[config.mk]
export PLATFORM = sky130hd
export DESIGN_NAME = fcl1_seq_ctrl
export DESIGN_NICKNAME = d
export VERILOG_FILES = /design/src/rtl/fcl1_pkg.sv /design/src/rtl/fcl1_acc.sv /design/src/rtl/fcl1_seq_ctrl.sv
export SDC_FILE = /design/constraint.sdc
export NUM_CORES = 1
export LEC_CHECK = 0
export CORE_UTILIZATION = 45
export CTS_CLUSTER_SIZE = 28
export DETAILED_ROUTE_END_ITERATION = 12
export GPL_TIMING_DRIVEN = 0
export PLACE_DENSITY = 0.68
export SYNTH_ARGS = -nofsm -noshare
export SYNTH_HDL_FRONTEND = slang
export SYNTH_SLANG_ARGS = --single-unit
[constraint.sdc]
create_clock -name fcl1_top_clk -period 4.1 [get_ports fcl1_top_clk]
set_input_delay 0.41 -clock fcl1_top_clk [delete_from_list [all_inputs] [get_ports fcl1_top_clk]]
set_output_delay 0.41 -clock fcl1_top_clk [all_outputs]
set_load 0.05 [all_outputs]
[src/rtl/fcl1_pkg.sv]
// Shared sizing, state encoding and helpers for the FCL1 sequencer.
package fcl1_pkg;

    localparam int NUM_FILT   = 6;
    localparam int NUM_STRD   = 4;
    localparam int NUM_WROWS  = 5;
    localparam int SRAM_ADDRW = 3;
    localparam int PSUM_WIDTH = 22;
    localparam int ACC_WIDTH  = PSUM_WIDTH + $clog2(NUM_FILT * NUM_STRD);
    localparam int CNT_W      = 3;

    localparam logic [CNT_W-1:0]      FILT_LAST = CNT_W'(NUM_FILT - 1);
    localparam logic [SRAM_ADDRW-1:0] ROW_LAST  = SRAM_ADDRW'(NUM_WROWS - 1);
    localparam logic [CNT_W-1:0]      STRD_LAST = CNT_W'(NUM_STRD - 1);
    localparam logic [CNT_W-1:0]      STRD_CNT  = CNT_W'(NUM_STRD);

    typedef enum logic [2:0] {
        IDLE,
        WLOAD,
        WSETTLE,
        ISSUE,
        DRAIN,
        DONE
    } state_t;

    function automatic logic [ACC_WIDTH-1:0] sextPsum(input logic [PSUM_WIDTH-1:0] d);
        return {{(ACC_WIDTH - PSUM_WIDTH){d[PSUM_WIDTH-1]}}, d};
    endfunction

endpackage

[src/rtl/fcl1_acc.sv]
// Signed accumulator; exposes its next value so the owner can capture
// a sum that includes the addend arriving in the same cycle.
module fcl1_acc
    import fcl1_pkg::*;
(
    input  logic                 i_clk,
    input  logic                 i_rst,
    input  logic                 i_clr,
    input  logic                 i_add,
    input  logic [ACC_WIDTH-1:0] i_data,
    output logic [ACC_WIDTH-1:0] o_next
);

    logic [ACC_WIDTH-1:0] r_acc;

    // Clear has priority so a new pass never inherits a stray addend.
    always_comb begin
        o_next = r_acc;
        if (i_clr) begin
            o_next = '0;
        end else if (i_add) begin
            o_next = r_acc + i_data;
        end
    end

    always_ff @(posedge i_clk or posedge i_rst) begin
        if (i_rst) begin
            r_acc <= '0;
        end else begin
            r_acc <= o_next;
        end
    end

endmodule

[src/rtl/fcl1_seq_ctrl.sv]
// FCL1 sequencer: loads each filter's weight rows, issues its strides and
// accumulates the returned partial sums into one signed result per pass.
module fcl1_seq_ctrl
    import fcl1_pkg::*;
(
    input  logic                  fcl1_top_clk,
    input  logic                  fcl1_top_rst,
    input  logic                  fcl1_top_wake_i,
    input  logic                  fcl1_top_restart_i,
    output logic                  sram_rd_en_o,
    output logic [2:0]            sram_sel_o,
    output logic [SRAM_ADDRW-1:0] sram_addr_o,
    output logic                  wgt_ld_o,
    output logic [2:0]            wgt_row_o,
    output logic                  compute_en_o,
    output logic [2:0]            strd_idx_o,
    input  logic                  compute_valid_i,
    input  logic [PSUM_WIDTH-1:0] compute_data_i,
    output logic                  result_valid_o,
    output logic [ACC_WIDTH-1:0]  result_o,
    output logic                  busy_o,
    output logic                  err_o
);

    state_t                r_state;
    logic [CNT_W-1:0]      r_filt;
    logic [SRAM_ADDRW-1:0] r_row;
    logic [CNT_W-1:0]      r_strd;
    logic [CNT_W-1:0]      r_rcvd;
    logic                  r_rdEn;
    logic                  r_wgtLd;
    logic [SRAM_ADDRW-1:0] r_wgtRow;
    logic                  r_computeEn;
    logic                  r_resValid;
    logic [ACC_WIDTH-1:0]  r_result;
    logic                  r_busy;
    logic                  r_err;

    logic                  w_inWindow;
    logic                  w_accept;
    logic                  w_spurious;
    logic                  w_accClr;
    logic                  w_drainDone;
    logic [ACC_WIDTH-1:0]  w_accNext;

    // Results are only legal while strides are outstanding for the current filter.
    assign w_inWindow  = (r_state == ISSUE) || (r_state == DRAIN);
    assign w_accept    = compute_valid_i && w_inWindow && (r_rcvd < STRD_CNT)
                         && !fcl1_top_restart_i;
    assign w_spurious  = compute_valid_i && !w_accept;
    assign w_accClr    = fcl1_top_restart_i || ((r_state == IDLE) && fcl1_top_wake_i);
    assign w_drainDone = (r_rcvd + CNT_W'(w_accept)) == STRD_CNT;

    fcl1_acc u_acc (
        .i_clk  (fcl1_top_clk),
        .i_rst  (fcl1_top_rst),
        .i_clr  (w_accClr),
        .i_add  (w_accept),
        .i_data (sextPsum(compute_data_i)),
        .o_next (w_accNext)
    );

    always_ff @(posedge fcl1_top_clk or posedge fcl1_top_rst) begin
        if (fcl1_top_rst) begin
            r_state     <= IDLE;
            r_filt      <= '0;
            r_row       <= '0;
            r_strd      <= '0;
            r_rcvd      <= '0;
            r_rdEn      <= 1'b0;
            r_wgtLd     <= 1'b0;
            r_wgtRow    <= '0;
            r_computeEn <= 1'b0;
            r_resValid  <= 1'b0;
            r_result    <= '0;
            r_busy      <= 1'b0;
            r_err       <= 1'b0;
        end else begin
            r_rdEn      <= 1'b0;
            r_computeEn <= 1'b0;
            r_resValid  <= 1'b0;
            r_wgtLd     <= r_rdEn;
            r_wgtRow    <= r_row;
            if (w_accept) begin
                r_rcvd <= r_rcvd + CNT_W'(1);
            end
            if (w_spurious) begin
                r_err <= 1'b1;
            end

            if (fcl1_top_restart_i) begin
                r_state <= IDLE;
                r_filt  <= '0;
                r_row   <= '0;
                r_strd  <= '0;
                r_rcvd  <= '0;
                r_wgtLd <= 1'b0;
                r_busy  <= 1'b0;
                r_err   <= 1'b0;
            end else begin
                case (r_state)
                    IDLE: begin
                        if (fcl1_top_wake_i) begin
                            r_state <= WLOAD;
                            r_filt  <= '0;
                            r_row   <= '0;
                            r_rcvd  <= '0;
                            r_rdEn  <= 1'b1;
                            r_busy  <= 1'b1;
                        end
                    end
                    WLOAD: begin
                        if (r_row == ROW_LAST) begin
                            r_state <= WSETTLE;
                        end else begin
                            r_row  <= r_row + SRAM_ADDRW'(1);
                            r_rdEn <= 1'b1;
                        end
                    end
                    WSETTLE: begin
                        r_state     <= ISSUE;
                        r_strd      <= '0;
                        r_computeEn <= 1'b1;
                    end
                    ISSUE: begin
                        if (r_strd == STRD_LAST) begin
                            r_state <= DRAIN;
                        end else begin
                            r_strd      <= r_strd + CNT_W'(1);
                            r_computeEn <= 1'b1;
                        end
                    end
                    // The final sum is taken from the accumulator's next value so a
                    // result landing in the exit cycle is still included.
                    DRAIN: begin
                        if (w_drainDone) begin
                            if (r_filt == FILT_LAST) begin
                                r_state    <= DONE;
                                r_resValid <= 1'b1;
                                r_result   <= w_accNext;
                            end else begin
                                r_state <= WLOAD;
                                r_filt  <= r_filt + CNT_W'(1);
                                r_row   <= '0;
                                r_rcvd  <= '0;
                                r_rdEn  <= 1'b1;
                            end
                        end
                    end
                    DONE: begin
                        r_state <= IDLE;
                        r_busy  <= 1'b0;
                    end
                    default: begin
                        r_state <= IDLE;
                        r_busy  <= 1'b0;
                    end
                endcase
            end
        end
    end

    assign sram_rd_en_o   = r_rdEn;
    assign sram_sel_o     = r_filt;
    assign sram_addr_o    = r_row;
    assign wgt_ld_o       = r_wgtLd;
    assign wgt_row_o      = r_wgtRow;
    assign compute_en_o   = r_computeEn;
    assign strd_idx_o     = r_strd;
    assign result_valid_o = r_resValid;
    assign result_o       = r_result;
    assign busy_o         = r_busy;
    assign err_o          = r_err;

endmodule

== After elaboration in Yosys (flattened, before gate mapping) ==
Index checks and enable logic that the tools add are counted.

* Add/sub/neg operators: 6
* Multipliers: 0
* Div/mod/pow operators: 0
* Order comparisons: 1
* Equal/unequal tests: 16
* Shift-type cells: 0
* Mux-type cells: 47
* Bitwise logic cells: 1
* Reduce and logical (&&, ||, !) cells: 21

{| class="wikitable"
|+ Operators with widths
! cell !! number
|-
| $mux 3 || 21
|-
| $mux 27 || 2
|-
| $add 27x27->27 || 1
|-
| $ne 3x3->1 const B || 6
|-
| $pmux 3 s2 || 3
|-
| $mux 1 || 16
|-
| $pmux 3 s5 || 1
|-
| $add 3x1->3 const B || 4
|-
| $eq 3x3->1 const B || 4
|-
| $reduce_and 4->1 || 3
|-
| $eq 3x2->1 const B || 3
|-
| $pmux 3 s3 || 1
|-
| $reduce_bool 3->1 || 2
|-
| $logic_and 1x1->1 || 5
|-
| $reduce_and 5->1 || 1
|-
| $pmux 1 s2 || 2
|-
| $reduce_and 2->1 || 2
|-
| $reduce_bool 4->1 || 1
|-
| $reduce_or 4->1 || 1
|-
| $add 3x1->3 || 1
|-
| $eq 3x1->1 const B || 1
|-
| $logic_not 3->1 || 1
|-
| $lt 3x3->1 const B || 1
|-
| $ne 3x2->1 const B || 1
|-
| 6 further kinds || 8
|}

* Bits in registers: 78
* Latch bits: 0
* RAM bits: 0
* ROM bits: 0
* Bits of input ports: 27
* Output and inout port bits: 45
* Word-level logic and storage cells: 106
* Memories kept: 0

== Longest topological paths before layout ==
* Depth after elaboration: 10
* Depth in mapped cells: 16
* Mapped depth without buffers: 13

== Modules after synthesis ==
From an unflattened synthesis, not the netlist that was laid out.

* Cells, all modules: 489
* Area, all modules: 4,882.2 µm²

{| class="wikitable"
|+ By module, submodules not included
! module !! instances !! cells an instance !! area each (µm²) !! sequential area each (µm²)
|-
| fcl1_acc || 1 || 303 || 2,503.7 || 675.6
|-
| fcl1_seq_ctrl || 1 || 186 || 2,378.5 || 1,276.2
|}

== Least setup slack after synthesis ==
No wires, ideal clock.

* Path type: flip-flop to flip-flop
* Start point: register r_state[0]
* End point: register r_result[0], in the netlist result_o[0]
* Library setup time: 125 ps
* Arrival time: 3,236 ps
* Data required time: 3,975 ps
* Path slack: 740 ps
* Cell stages (with the launch flop): 16
* Path buffers: 4
* Clock period less this slack: 3,360 ps
* Path through: dfrtp_1 -> buf_2 -> nand4bb_1 -> a21oi_2 -> nand2b_1 -> clkinv_1 -> buf_2 -> ha_1 -> ha_1 -> nor3_1 -> nand2_1 -> or3_1 -> clkbuf_1 -> inv_2 -> buf_4 -> mux2_2

* Longest elaborated chain between the ends: 8
* Elaborated cells on any way between the ends: 14
* Classes of those cells: 1 x add/sub; 3 x eq/ne; 2 x mux; 8 x reduce/logical

{| class="wikitable"
|+ RTL lines
! element !! line !! RTL
|-
| start, declared || fcl1_seq_ctrl.sv:25 || <nowiki>state_t r_state;</nowiki>
|-
| start signal, assigned || fcl1_seq_ctrl.sv:65 || <nowiki>r_state <= IDLE;</nowiki>
|-
| start signal, assigned || fcl1_seq_ctrl.sv:92 || <nowiki>r_state <= IDLE;</nowiki>
|-
| start signal, assigned || fcl1_seq_ctrl.sv:104 || <nowiki>r_state <= WLOAD;</nowiki>
|-
| $eq 3x2->1 / $eq 3x3->1 (equally long branches) || fcl1_seq_ctrl.sv:47, fcl1_seq_ctrl.sv:101 ||
|-
| $logic_or 1x1->1 || fcl1_seq_ctrl.sv:47 || <nowiki>assign w_inWindow = (r_state == ISSUE) || (r_state == DRAIN);</nowiki>
|-
| $logic_and 1x1->1 (2 in series) || fcl1_seq_ctrl.sv:48 || <nowiki>assign w_accept = compute_valid_i && w_inWindow && (r_rcvd < STRD_CNT)</nowiki>
|-
| $logic_and 1x1->1 || fcl1_seq_ctrl.sv:49 || <nowiki>&& !fcl1_top_restart_i;</nowiki>
|-
| $add 3x1->3 || fcl1_seq_ctrl.sv:52 || <nowiki>assign w_drainDone = (r_rcvd + CNT_W'(w_accept)) == STRD_CNT;</nowiki>
|-
| $eq 3x3->1 || fcl1_seq_ctrl.sv:52 ||
|-
| $reduce_and 4->1 (no line) || - ||
|-
| end signal, assigned || fcl1_seq_ctrl.sv:140 || <nowiki>r_result <= w_accNext;</nowiki>
|-
| end, declared || fcl1_seq_ctrl.sv:35 || <nowiki>logic [ACC_WIDTH-1:0] r_result;</nowiki>
|}

Several ways; a longest one is shown, not always the timed one.
A chain may end at the register's enable or synchronous reset.

== Worst setup path after layout ==
* Start point: register r_state[0]
* End point: register r_result[5], in the netlist result_o[5]

Same word-level chain as after synthesis.

==> impl_metrics.py <==
metrics = {
    "run_status": {
        "run_status": "finished clean",
    },
    "clock_network": {
        "cts-htree-levels": 3,
        "postCtsSetupBuffers": 0,
        "numCtsBuffers": 9,
        "root_buffer": "clkbuf_8",
        "cts.repair.resized": 3,
        "clk_latency_ns": 0.37,
        "cts_hold_buf": 0,
        "cts_tree": "done",
        "clk_pin_slew_ns": 0.09,
        "cts_buffer_depth": 2,
        "clock_sinks": 78,
    },
    "logic_synthesis": {
        "synthesis.area_mm2": 0.00487,
        "async_flop_share_pct": 100,
        "yosys_most_used_dff": "dfrtp_1",
        "ys_seq_area_share_pct": 40.1,
        "synth_edf_count": 0,
        "ys_types": 63,
        "syn_inst": 532,
        "ys_warn_count": 0,
        "avgSynthCellArea_um2": 9.15,
        "synth_seq_cells": 78,
        "syn_nets": 595,
    },
    "detailed_routing": {
        "ant_nets": 0,
        "wl_per_cell_um": 17.1,
        "drc": 0,
        "firstDrtPassIters": 4,
        "wl_mm": 12.9,
        "via_per_inst": 5.69,
        "drt_iter0_drc": 200,
        "vias": 4305,
    },
    "power": {
        "p_sw_share_pct": 28.7,
        "p_leak_nw": 2.61,
        "p_int_mw": 1.14,
        "vdd_drop_max_uv": 202,
        "switchingPower_mw": 0.459,
        "p_per_area_mw_per_mm2": 266,
        "power_mw": 1.60,
        "power_frac_clock_pct": 38.7,
        "seqPwrFrac_pct": 48.9,
        "combinationalPowerShare_pct": 12.4,
    },
    "timing": {
        "rsz0062_at_grt": "false",
        "timing_hold_violations_final": 0,
        "period_minus_slack_ns": 3.85,
        "maxSlewViolCount": 0,
        "worst-slew-pin-transition_ns": 0.790,
        "timing.hold.ws_ns": 0.385,
        "fin_ws_ns": 0.255,
        "slew_headroom_pct": 47.3,
        "fin_crit_sh_pct": 93.8,
        "setup_viol": 0,
        "tns_ns": 0,
        "clock.fmax_ghz": 0.260,
        "fin_worst_skew_ns": 0.0191,
    },
    "floorplan": {
        "initial_core_util_pct": 46.7,
        "die_x_um": 106,
        "num_rows": 37,
        "dieArea_mm2": 0.0112,
        "ioPinCount": 72,
        "core-area_mm2": 0.0104,
        "die_h_um": 106,
    },
    "worst_setup_path": {
        "arrival_ns": 4.09,
        "cp_data_required_time_ns": 4.35,
        "cp-end-kind": "flip-flop",
        "rrSetupSlack_ns": 0.25,
        "path_class": "reg2reg",
        "timing.rr.end": "result_o[5]",
        "startpoint_type": "flip-flop",
        "crit_fanout": 10,
        "worstReg2RegStart": "r_state[0]",
        "r2r_cells": 15,
    },
    "final_layout": {
        "design_area_mm2": 0.00600,
        "final_util_pct": 57.6,
        "drive_gt1_share_pct": 10.2,
        "fill_cells": 967,
        "stdcell_count": 756,
        "area_delta_synth_final_pct": 23.3,
        "diodes": 0,
        "fin_nets": 678,
    },
    "placement": {
        "hpwlAfterDp_mm": 9.78,
        "pre_cts_slack_ns": -0.523,
        "portBuffers": 71,
        "gp_congestion": 0.899,
        "place_area_mm2": 0.00578,
        "place_inst": 740,
    },
    "worst_hold_path": {
        "min_path_type": "in2async",
    },
    "run": {
        "maxCapViolCount": 0,
    },
    "global_routing": {
        "grt_max_degree": 52,
        "grt-ovfl-total": 0,
        "grt_use_total_pct": 24.7,
        "antenna_found_initial": 0,
        "grt_pass1_vias": 4219,
        "grt_pass1_wl_mm": 21.7,
    },
}
-- Yosys cell counts (6+ instances only) --
cell / instances / area share [%]
nor3_1: 15 / 1.5
mux2_2: 13 / 3.0
o211ai_1: 6 / 0.93
inv_1: 12 / 0.93
a21o_1: 8 / 1.2
xnor2_1: 12 / 2.2
a21oi_1: 39 / 4.0
clkbuf_1: 21 / 1.6
xor2_1: 9 / 1.6
buf_2: 6 / 0.62
a211oi_1: 9 / 1.4
o21ai_0: 37 / 3.8
and2_1: 7 / 0.90
dfrtp_1: 78 / 40
nand4_1: 10 / 1.3
o31ai_1: 15 / 2.3
nand3_1: 11 / 1.1
nor2_1: 54 / 4.2
nand2_1: 56 / 4.3
ha_1: 35 / 9.0
-- area by class of cell --
type	instances	area, um2	area share, %
well taps	136	170	2.84
inverters	14	56.3	0.938
clock buffers	9	124	2.06
flip-flops and latches	78	1950	32.5
repair buffers	72	738	12.3
multi-input cells	409	2750	45.8
clock inverters	7	81.3	1.36
plain buffers	31	133	2.21
-- critical path: stages (launching register included) --
cell and delay [ns]:
dfrtp_1 0.37, buf_2 0.17, nand4bb_1 0.28, a21oi_4 0.29
nand2b_2 0.18, clkinv_2 0.17, buf_4 0.23, ha_1 0.17
ha_1 0.23, nor3_2 0.23, nand2_1 0.11, or3_1 0.35
clkbuf_1 0.25, inv_2 0.15, buf_4 0.20, mux2_2 0.35
-- metal layers --
metal	routed length, um	global-route usage, %	vias to the layer above	share of wire (%)
li1	-	-	2094	-
met2	6010	39.4	103	47
met1	6080	33.5	2090	47
met4	231	8.63	0	1.8
met5	0	0	-	0
met3	602	4.90	18	4.7
-- state kept, by name (all words and copies together), names as in the netlist --
signal / count
result_o: 27
u_acc.r_acc: 27
r_rcvd: 3
r_state: 3
sram_addr_o: 3
sram_sel_o: 3
strd_idx_o: 3
wgt_row_o: 3
busy_o: 1
compute_en_o: 1
err_o: 1
result_valid_o: 1
sram_rd_en_o: 1
wgt_ld_o: 1
-- worst max-delay path by stage --
| stage | end | start | slack (ns) | depth (start not counted) |
|---|---|---|---|---|
| CTS | result_o[5] | r_state[0] | 0.04 | 15 |
| detailed placement | result_o[14] | compute_valid_i | -0.52 | 15 |
| finish | result_o[5] | r_state[0] | 0.25 | 15 |
| global placement | result_o[6] | compute_valid_i | -0.49 | 15 |
| floorplan | result_o[0] | r_state[0] | 0.74 | 15 |
| global route | result_o[5] | r_state[0] | 0.02 | 15 |
-- kinds of logic (layout without fill, tap and decap cells) --
kind of cell | count (synthesis) | after routing | share of synthesized area, %
AOI/OAI and AO/OA | 153 | 153 | 21.3
xor gates and xnor gates | 21 | 21 | 3.78
adders and majority gates | 36 | 36 | 9.41
buffers and inverters | 45 | 133 | 3.75
DFF | 78 | 78 | 40.1
muxes | 16 | 16 | 3.63
and+or+nand+nor | 183 | 183 | 18.0
-- cells in the final DEF, fill, tap and decap left out, types with 10 or more instances in the layout --
master / n
inv_1: 11
a21oi_1: 39
nor2_1: 54
nand4_1: 10
nand2_1: 56
ha_1: 35
dfrtp_1: 78
clkdlybuf4s50_1: 71
nand3_1: 11
nor3_1: 14
o31ai_1: 15
clkbuf_1: 21
xnor2_1: 12
o21ai_0: 37
mux2_2: 13
-- power groups by stage --
stage          Clock, mW  Sequential [mW]  Combinational [mW]
5_1_grt            0.670            0.783               0.219
2_1_floorplan          0            0.822              0.0961
6_report           0.619            0.782               0.198
3_3_place_gp           0            0.797               0.191
3_5_place_dp           0            0.797               0.198
4_1_cts            0.636            0.782               0.199
Power figures use the tool's default switching activity.
